## config.mk

```make
export PLATFORM = sky130hd
export DESIGN_NAME = merge_two
export DESIGN_NICKNAME = d
export VERILOG_FILES = /design/src/rtl/merge_two.sv
export SDC_FILE = /design/constraint.sdc
export NUM_CORES = 1
export LEC_CHECK = 0
export BUFFER_PORTS_ARGS = -buffer_cell sky130_fd_sc_hd__buf_2
export CAP_MARGIN = 20
export CORE_UTILIZATION = 50
export CTS_BUF_LIST = sky130_fd_sc_hd__clkbuf_2 sky130_fd_sc_hd__clkbuf_4 sky130_fd_sc_hd__clkbuf_8
export CTS_CLUSTER_SIZE = 10
export DETAILED_ROUTE_END_ITERATION = 16
export PLACE_DENSITY = 0.74
export SLEW_MARGIN = 25
export SYNTH_ARGS = -nofsm -noshare
export SYNTH_HDL_FRONTEND = slang
export SYNTH_SLANG_ARGS = --single-unit
```

## constraint.sdc

```tcl
create_clock -name clk -period 1.9 [get_ports clk]
set_input_delay 0.38 -clock clk [delete_from_list [all_inputs] [get_ports clk]]
set_output_delay 0.38 -clock clk [all_outputs]
set_load 0.05 [all_outputs]
```

## src/rtl/merge_two.sv

```systemverilog
// merge_two: assembles four 2-bit PPM symbols (LSB dibit first) into a byte,
// discarding a partial byte with a framing-error pulse after a symbol gap timeout.
`default_nettype none

module merge_two #(
  parameter int TIMEOUT = 256,
  parameter int CNT_W   = 9
) (
  input  logic       clk,
  input  logic       rst_n,
  input  logic [1:0] sym_in,
  input  logic       sym_valid,
  output logic [7:0] data_out,
  output logic       data_valid,
  output logic       frame_err,
  output logic       busy
);

  typedef enum logic [1:0] {IDLE = 2'd0, GOT1 = 2'd1, GOT2 = 2'd2, GOT3 = 2'd3} state_t;

  localparam logic [CNT_W-1:0] LAST_CNT = CNT_W'(TIMEOUT - 1);

  state_t           state, state_nx;
  logic [5:0]       sh, sh_nx;
  logic [CNT_W-1:0] cnt, cnt_nx;
  logic [7:0]       data_nx;
  logic             dv_nx, fe_nx;

  always_ff @(posedge clk or negedge rst_n) begin
    if (!rst_n) begin
      state      <= IDLE;
      sh         <= '0;
      cnt        <= '0;
      data_out   <= 8'h00;
      data_valid <= 1'b0;
      frame_err  <= 1'b0;
    end else begin
      state      <= state_nx;
      sh         <= sh_nx;
      cnt        <= cnt_nx;
      data_out   <= data_nx;
      data_valid <= dv_nx;
      frame_err  <= fe_nx;
    end
  end

  always_comb begin
    state_nx = state;
    sh_nx    = sh;
    cnt_nx   = cnt;
    data_nx  = data_out;
    dv_nx    = 1'b0;
    fe_nx    = 1'b0;
    case (state)
      IDLE: begin
        cnt_nx = '0;
        if (sym_valid) begin
          sh_nx    = {4'b0000, sym_in};
          state_nx = GOT1;
        end
      end
      GOT1, GOT2, GOT3: begin
        if (sym_valid) begin
          // An accepted symbol wins over a timeout landing on the same cycle.
          cnt_nx = '0;
          case (state)
            GOT1: begin
              sh_nx[3:2] = sym_in;
              state_nx   = GOT2;
            end
            GOT2: begin
              sh_nx[5:4] = sym_in;
              state_nx   = GOT3;
            end
            default: begin
              data_nx  = {sym_in, sh};
              dv_nx    = 1'b1;
              sh_nx    = '0;
              state_nx = IDLE;
            end
          endcase
        end else if (cnt == LAST_CNT) begin
          fe_nx    = 1'b1;
          sh_nx    = '0;
          cnt_nx   = '0;
          state_nx = IDLE;
        end else begin
          cnt_nx = cnt + 1'b1;
        end
      end
      default: begin
        state_nx = IDLE;
        sh_nx    = '0;
        cnt_nx   = '0;
      end
    endcase
  end

  assign busy = (state != IDLE);

endmodule

`default_nettype wire

```

* After elaboration in Yosys (flattened, before gate mapping)
Cells that the tools add are included.
** Operators by class
- Muxes and demuxes :: 21
- Reductions and logical operators :: 9
- Add/sub/neg operators :: 1
- Div/mod/pow operators :: 0
- Equal/unequal tests :: 9
- Multiply operators :: 0
- Shifts and indexed selects :: 0
- Order comparisons :: 0
- Bitwise gates (word level) :: 1
** Operators by type and width (number)
- two-way mux 6 bit :: 3
- two-way mux 9 bit :: 2
- case mux 9 bit (2 select lines) :: 1
- case mux 2 bit (2 select lines) :: 4
- != test 3 bit, second input constant :: 4
- case mux 6 bit (2 select lines) :: 1
- AND reduction 3 bit :: 4
- adder 9 x 1 -> 9 bit, second input constant :: 1
- equality test 9 x 8 -> 1 bit, second input constant :: 1
- two-way mux 2 bit :: 4
- two-way mux 1 bit :: 6
- equality test 2 bit, second input constant :: 2
- OR reduction 3 bit :: 1
- equality test 2 x 1 -> 1 bit, second input constant :: 1
- logical NOT 2 bit :: 1
- != test 2 bit, second input constant :: 1
- AND reduction 2 bit :: 1
- nonzero test 2 bit :: 1
- OR reduction 2 bit :: 1
- inverter 1 bit :: 1
** Storage, ports and cells
- Latch bits :: 0
- Word-level logic and storage cells :: 49
- Input bits :: 5
- Output and inout bits :: 11
- Bits in registers :: 27
- Memory bits (writable) :: 0
- Memories kept :: 0
- Memory bits (read-only) :: 0

* Logic depth before layout (Yosys ltp)
Gate-level depths: netlist of the first run.
- Depth in word-level cells :: 5
- Depth in mapped cells :: 7
- Mapped depth without buffers :: 5

* Worst setup path before layout of the first run
No wires, ideal clock.
- Path type :: reg2reg
- From :: register state[0]
- To :: register data_out[6]
- Data arrival time :: 1.427 ns
- Setup time :: 0.125 ns
- Stages on the path, launching flop included :: 6
- Buffers on the path :: 1
- Required time :: 1.775 ns
- Setup slack :: 0.348 ns
- Clock period less this slack :: 1.552 ns
- Cell sequence :: dfrtp_1 -> inv_1 -> ha_1 -> nor3b_1 -> buf_2 -> mux2_2
** Between the ends
- Word-level cells in the longest chain between the ends :: 4
- Elaborated cells on any way between the ends :: 7
- Classes of those cells :: eq/ne (3); bitwise (1); reduce/logical (3)
** RTL lines
- from (decl) :: RTL line 23 : state_t state, state_nx;
- from (signal assigned) :: RTL line 38 : state <= state_nx;
- equality test 2 x 1 -> 1 bit or equality test 2 bit (tied branches) :: RTL line 54, 66
- OR reduction 2 bit (no line)
- inverter 1 bit (no line)
- AND reduction 3 bit (no line) (*)
- to (signal assigned) :: RTL line 41 : data_out <= data_nx;
- to (decl) :: RTL line 13 : output logic [7:0] data_out,
Mark *: on every way between the ends. The rest lies on a longest branch, timed or not.
A chain may end at the register's enable or synchronous reset.

* Worst setup path after layout of the first run
- From :: register state[0]
- To :: output busy
** Between the ends
- Word-level cells in the longest chain between the ends :: 1
** RTL lines
- nonzero test 2 bit :: RTL line 99 : assign busy = (state != IDLE);
- to (decl) :: RTL line 16 : output logic busy
Every way passes these cells.

==> results of run 1 <==
critical path, stage by stage, from the launching register on:
cell,delay (ns)
dfrtp_1,0.44
inv_1,0.12
ha_1,0.24
inv_1,0.09
buf_4,0.19
state kept, by name (all words and copies together), names as in the netlist:
name and flops:
cnt 9, data_out 8, sh 6, state 2, data_valid 1, frame_err 1
layer usage:
metal	track usage (%)	part of all wire, %	vias up
met5	0	0	-
met4	6.58	0.39	0
met3	3.48	4.0	2
met2	28.5	45	25
met1	28.6	51	454
li1	-	-	450
layout make-up:
class	instances	share of cell area, %
sequential	27	47.7
timing repair buffer	17	6.53
clock buffer	3	1.59
tap	28	2.47
clock inverter	1	0.353
multi-input combinational	78	39.0
inverter	9	2.38
power groups by stage:
| stage | logic (mW) | clock network [mW] | registers, mW |
|---|---|---|---|
| after CTS | 1.02 | 0.251 | 0.831 |
| after floorplan | 0.532 | 0 | 1.08 |
| final | 1.03 | 0.243 | 0.830 |
| after global routing | 1.11 | 0.272 | 0.852 |
| after detailed placement | 1.01 | 0 | 0.843 |
| after global placement | 0.987 | 0 | 0.832 |
cells by family (layout without fill, tap and decap cells):
kind of cell	count (synthesis)	after routing
xor+xnor	3	3
buf+inv	13	30
flops	27	27
mux	9	9
fa+ha+maj	5	5
simple gates	38	38
compound gates	23	23
what timing repair did:
action / CTS / global route
resized for setup: 0 / 3
endpoints found under the hold margin: 0 / 0
setup endpoints to repair: 0 / 6
path summary, 6_finish.rpt:
| check | startpoint | endpoint | depth (start not counted) |
|---|---|---|---|
| worst max-delay path | state[0]$_DFFE_PN0P_ | busy | 4 |
| worst min-delay path | rst_n | sh[2]$_DFFE_PN0P_ | 1 |
| worst max register to register | state[0]$_DFFE_PN0P_ | data_out[3]$_DFFE_PN0P_ | 5 |
| worst min register to register | cnt[8]$_DFF_PN0_ | frame_err$_DFF_PN0_ | 1 |
| max in group asynchronous | rst_n | frame_err$_DFF_PN0_ | 1 |
| min in group clk | sym_in[0] | sh[4]$_DFFE_PN0P_ | 3 |
through the flow:
stage	util, %	area, sq um
final	61.1	1420
after detailed placement	59.7	1390
after floorplan	-	1280
after global placement	59.7	1390
after global routing	61.1	1420
after CTS	60.9	1410
placed cells by master, fill, tap and decap left out, drive strengths merged, types with 2 or more instances in the layout:
master / n
dfrtp: 27
buf: 17
inv: 9
nand3: 8
mux2: 8
o21ai: 8
nand2: 7
a21oi: 6
nor2: 6
ha: 5
or3: 4
o211ai: 4
a31oi: 3
clkbuf: 3
xor2: 2
nor3b: 2
and4bb: 2
nand2b: 2
==> summary.md, run 1 <==
| Metric | Value |
|---|---|
| Run status | `completed` |
| Clk_skew | `roughly 0.010 ns` |
| Top FF cell, synth | `dfrtp_1` |
| Pre-CTS setup slack | `0.165 ns` |
| Clock Tree Buf Depth | `2` |
| Flop pwr share | `about two fifths` |
| Pin count of the biggest net entering global routing | `28` |
| Drt pass-1 iters | `4` |
| Routed WL | `approximately 2300 um` |
| Post-synth EDFFs | `0` |
| Comb pwr share | `about half` |
| Vias per Instance | `~5.7` |
| Clk_lat worst skew | `between 0.3 and 0.4 ns` |
| Vert. Die Dim | `approximately 53 um` |
| Relative slew slack | `between 60% and 70%` |
| Mux contribution to synthesized area | `a little under 8%` |
| Storage element area | `just under 700 sq um` |
| CTS tree | `done` |
| Setup_tns | `0 ns` |
| Synth area leaders | `dfrtp_1 (53%), mux2_2 (7.0%), ha_1 (4.9%)` |
| Share of layout cells above drive strength 1 | `24.4%` |
| Sequential-to-total area share from yosys stat | `a little over half` |
| CP Data Arrival Time | `approximately 1.4 ns` |
| Initial antenna violation count | `0` |
| Area leader, netlist | `dfrtp_1` |
| Total clock sinks | `27` |
| Complex-gate fraction of the synthesized area | `around a tenth` |
| Die X-Extent | `52.6 um` |
| Worst-path clk slew | `0.15 ns` |
| Post-Synth XOR/XNOR Area | `between 2 and 2.5%` |
| Total track usage | `approximately a fifth` |
| Setup WS post-layout | `between 0.1 and 0.15 ns` |
| Post-synth top area share | `around 53%` |
| Fin crit period | `1.78 ns` |
| Max VDD drop | `1060 uV` |
| Post-synthesis cell area | `about 0.0013 sq mm` |
| Total setup buffers inserted after CTS | `0` |
| Dpl hpwl | `approximately 1700 um` |
| Power per cell area | `between 1000 and 1500 mW/mm^2` |
| Crit path max fanout | `4` |
| Die ar. | `approximately 0.0028 sq mm` |
| Total grt overflow | `0` |
| Final setup vio count | `0` |
| Post-route insts no fill | `between 150 and 200` |
| Cell Int Power | `1.16 mW` |
| Vias in the first global route | `850` |
| PortBufs | `15` |
| Commonest cells post-synth | `dfrtp_1 (27), inv_1 (9), mux2_2 (8), nand3_1 (8)` |
| Max Cap Violations | `0` |
| First-pass GRT wire length | `3840 um` |
| Setup crit start kind | `flip-flop` |
| Area delta synth->final | `10.8%` |
| CORE AREA | `about 0.0023 sq mm` |
| Net switching power figure | `between 0.9 and 1 mW` |
| Wire per inst | `between 10 and 15 um` |
| # hold bufs at CTS | `0` |
| ANT nets after route | `0` |
| Synth Area in Simple Gates | `17.7%` |
| Maximum level of the CTS H-tree | `1` |
| Top achievable clock speed | `562 MHz` |
| Row count | `17` |
| Final hold vios | `0` |
| Synthesized-area fraction occupied by adder cells | `4.89%` |
| Yosys warnings | `0` |
| Initial core utilization | `between 50 and 60%` |
| RePlAce Congestion | `roughly 0.76` |
| FILL cells | `197` |
| Nets@finish | `around 150` |
| Tightest Pin Transition | `around 0.57 ns` |
| Area occupied by multi-input gates | `between 500 and 600 sq um` |
| Synth Area per Inst | `roughly 11 sq um` |
| IO Pins | `16` |
| Data required, critical path | `between 1.5 and 2 ns` |
| Main combinational cell family by area after synthesis | `simple AND/OR/NAND/NOR gates` |
| DP Cell Count | `about 160` |
| Root Buffer | `clkbuf_4` |
| Ys async rst share | `100%` |
| Worst hold path class | `input pin to asynchronous set/reset pin` |
| Setup crit end kind | `output port` |
| R2r setup slk | `0.13 ns` |
| Mapped Nets | `about 130` |
| Post-Synthesis Cells | `around 120` |
| Count leader, synth | `dfrtp_1` |
| Power, Total | `~2.1 mW` |
| Hold_ws | `between 0.03 and 0.04 ns` |
| RSZ-0062 raised after global routing | `no` |
| Final Cycle Share | `between 90% and 100%` |
| Post-synth cell types | `29` |
| Antenna Diode Count | `0` |
| DR iter-0 viols | `45` |
| Via count | `between 900 and 1000` |
| Leakage | `0.674 nW` |
| DR DRC count | `0` |
| Clk pwr share | `a little under an eighth` |
| Clock buffer count from CTS | `3` |
| Net Sw Frac | `roughly 45%` |
| Yosys reg bits | `27` |
| Worst Setup Path Type | `flip-flop to output port` |
| Final Max Tran Viols | `0` |
Power figures use the tool's default switching activity.
==> run 2, diff against run 1 <==
CORE_ASPECT_RATIO = 0.5   (was default)
CORE_UTILIZATION = 45   (was 50)
PLACE_DENSITY = 0.68   (was 0.74)
==> summary.md, run 2 (synthesis results as in run 1) <==
| Metric | Value |
|---|---|
| Run status | `completed` |
| ANT nets after route | `0` |
| RePlAce Congestion | `around 0.84` |
| Max VDD drop | `between 700 and 800 uV` |
| Relative slew slack | `61.5%` |
| Clock buffer count from CTS | `3` |
| Setup_tns | `0 ns` |
| DP Cell Count | `roughly 170` |
| Setup crit end kind | `flip-flop` |
| Total track usage | `17.8%` |
| R2r setup slk | `~0.12 ns` |
| Clk_skew | `0.00384 ns` |
| IO Pins | `16` |
| Die ar. | `0.00307 sq mm` |
| Vias per Instance | `5.24` |
| Crit-path cells | `inv_1 -> ha_1 -> nor3b_1 -> buf_4 -> mux2_2` |
| Capture point of the worst reg-to-reg path | `data_out[0]$_DFFE_PN0P_` |
| Crit path max fanout | `7` |
| Regs by FF count | `cnt x9, data_out x8, sh x6` |
| Wire per inst | `about 13 um` |
| Final setup vio count | `0` |
| Top reg by flops | `cnt` |
| Total setup buffers inserted after CTS | `0` |
| # hold bufs at CTS | `0` |
| CTS tree | `done` |
| Final Max Tran Viols | `0` |
| Clk_lat worst skew | `0.28 ns` |
| Root Buffer | `clkbuf_8` |
| Data required, critical path | `2.07 ns` |
| Maximum level of the CTS H-tree | `1` |
| Final Core Density | `roughly 56%` |
| Antenna Diode Count | `0` |
| DR DRC count | `0` |
| Top achievable clock speed | `~560 MHz` |
| CP Buf/Inv Count | `2` |
| Die X-Extent | `roughly 77 um` |
| Post-route insts no fill | `176` |
| Max reg flops | `9` |
| Routed WL | `2300 um` |
| Vert. Die Dim | `just under 40 um` |
| Drt pass-1 iters | `4` |
| Final Cycle Share | `between 90 and 100%` |
| Top delay family on crit path | `flip-flops` |
| Max Cap Violations | `0` |
| DR iter-0 viols | `31` |
| Most common library cell in the layout ignoring fill and taps | `dfrtp_1` |
| CP max-delay cell | `dfrtp_1` |
| RR Startpoint | `state[0]$_DFFE_PN0P_` |
| Post-CTS sizing | `0` |
| Final hold vios | `0` |
| Area delta synth->final | `15.2%` |
| Setup crit start kind | `flip-flop` |
| Total clock sinks | `27` |
| PortBufs | `15` |
| Total grt overflow | `0` |
| Nets@finish | `150` |
| Worst reg2reg path depth | `5` |
| Worst hold path class | `input pin to asynchronous set/reset pin` |
| Crit-path max cell delay | `about 0.37 ns` |
| Vias in the first global route | `between 800 and 900` |
| Commonest cells after routing, fill and taps aside | `dfrtp_1 (27), buf_2 (15), inv_1 (9)` |
| Fin crit period | `between 1.5 and 2 ns` |
| Clock Tree Buf Depth | `2` |
| Leakage | `around 0.70 nW` |
| Worst-path clk slew | `around 0.090 ns` |
| RSZ-0062 raised after global routing | `no` |
| Initial antenna violation count | `0` |
| Dpl hpwl | `between 1500 and 2000 um` |
| Share of layout cells above drive strength 1 | `25.9%` |
| CP Data Arrival Time | `about 2.0 ns` |
| Tightest Pin Transition | `between 0.5 and 0.6 ns` |
| Worst Setup Path Type | `flip-flop to flip-flop` |
| Pin count of the biggest net entering global routing | `28` |
| First-pass GRT wire length | `approximately 3900 um` |
| Power per cell area | `approximately 1500 mW/mm^2` |
| Row count | `13` |
| Via count | `roughly 920` |
| Initial core utilization | `about half` |
| CORE AREA | `0.00265 sq mm` |
[run 2: cell types whose count changed in the layout (fill, tap and decap cells not counted), sizes merged]
cell,previous run,this run
clkinv,1,0
clkinvlp,0,1
buf,17,21
[run 2: area by class of cell]
cell class                      instances  area [sq um]
Clock buffer                            3          41.3
Clock inverter                          1          7.51
Fill cell                             218          1180
Tap cell                               37          46.3
Inverter                                9          33.8
Timing Repair Buffer                   21           120
Multi-Input combinational cell         78           551
Sequential cell                        27           676
[run 2: how the worst max path moves through the flow]
stage	start	to	slack (ns)	depth (start not counted)
3_3_place_gp	state[0]$_DFFE_PN0P_	data_out[0]$_DFFE_PN0P_	0.25	5
6_report	state[0]$_DFFE_PN0P_	data_out[0]$_DFFE_PN0P_	0.12	5
5_1_grt	state[0]$_DFFE_PN0P_	data_out[5]$_DFFE_PN0P_	0.01	5
4_1_cts	state[1]$_DFFE_PN0P_	data_out[0]$_DFFE_PN0P_	0.11	5
3_5_place_dp	state[0]$_DFFE_PN0P_	data_out[0]$_DFFE_PN0P_	0.13	5
2_1_floorplan	state[0]$_DFFE_PN0P_	data_out[6]$_DFFE_PN0P_	0.35	5
[run 2: through the flow]
| stage | cell area (sq um) | hold WS (ns) | power (mW) | worst slack [ns] |
|---|---|---|---|---|
| 2_1_floorplan | 1280 | 0.0844 | 1.61 | 0.348 |
| 3_3_place_gp | 1430 | 0.415 | 1.86 | 0.254 |
| 3_5_place_dp | 1430 | 0.416 | 1.89 | 0.126 |
| 4_1_cts | 1480 | 0.102 | 2.24 | 0.110 |
| 5_1_grt | 1480 | 0.126 | 2.36 | 0.0138 |
| 6_report | 1480 | 0.0840 | 2.21 | 0.121 |
[run 2: layer usage]
layer,vias up,wire [um],global-route usage [%]
li1,457,-,-
met4,0,41,7.08
met3,5,98,5.12
met5,-,0,0
met2,20,1060,31.9
met1,441,1100,21.1
[run 2: power breakdown]
group	leakage (nW)	internal, mW	switching [mW]
registers	0.361	0.730	0.0983
logic	0.313	0.372	0.675
clock network	0.0217	0.149	0.185
total	0.696	1.25	0.958
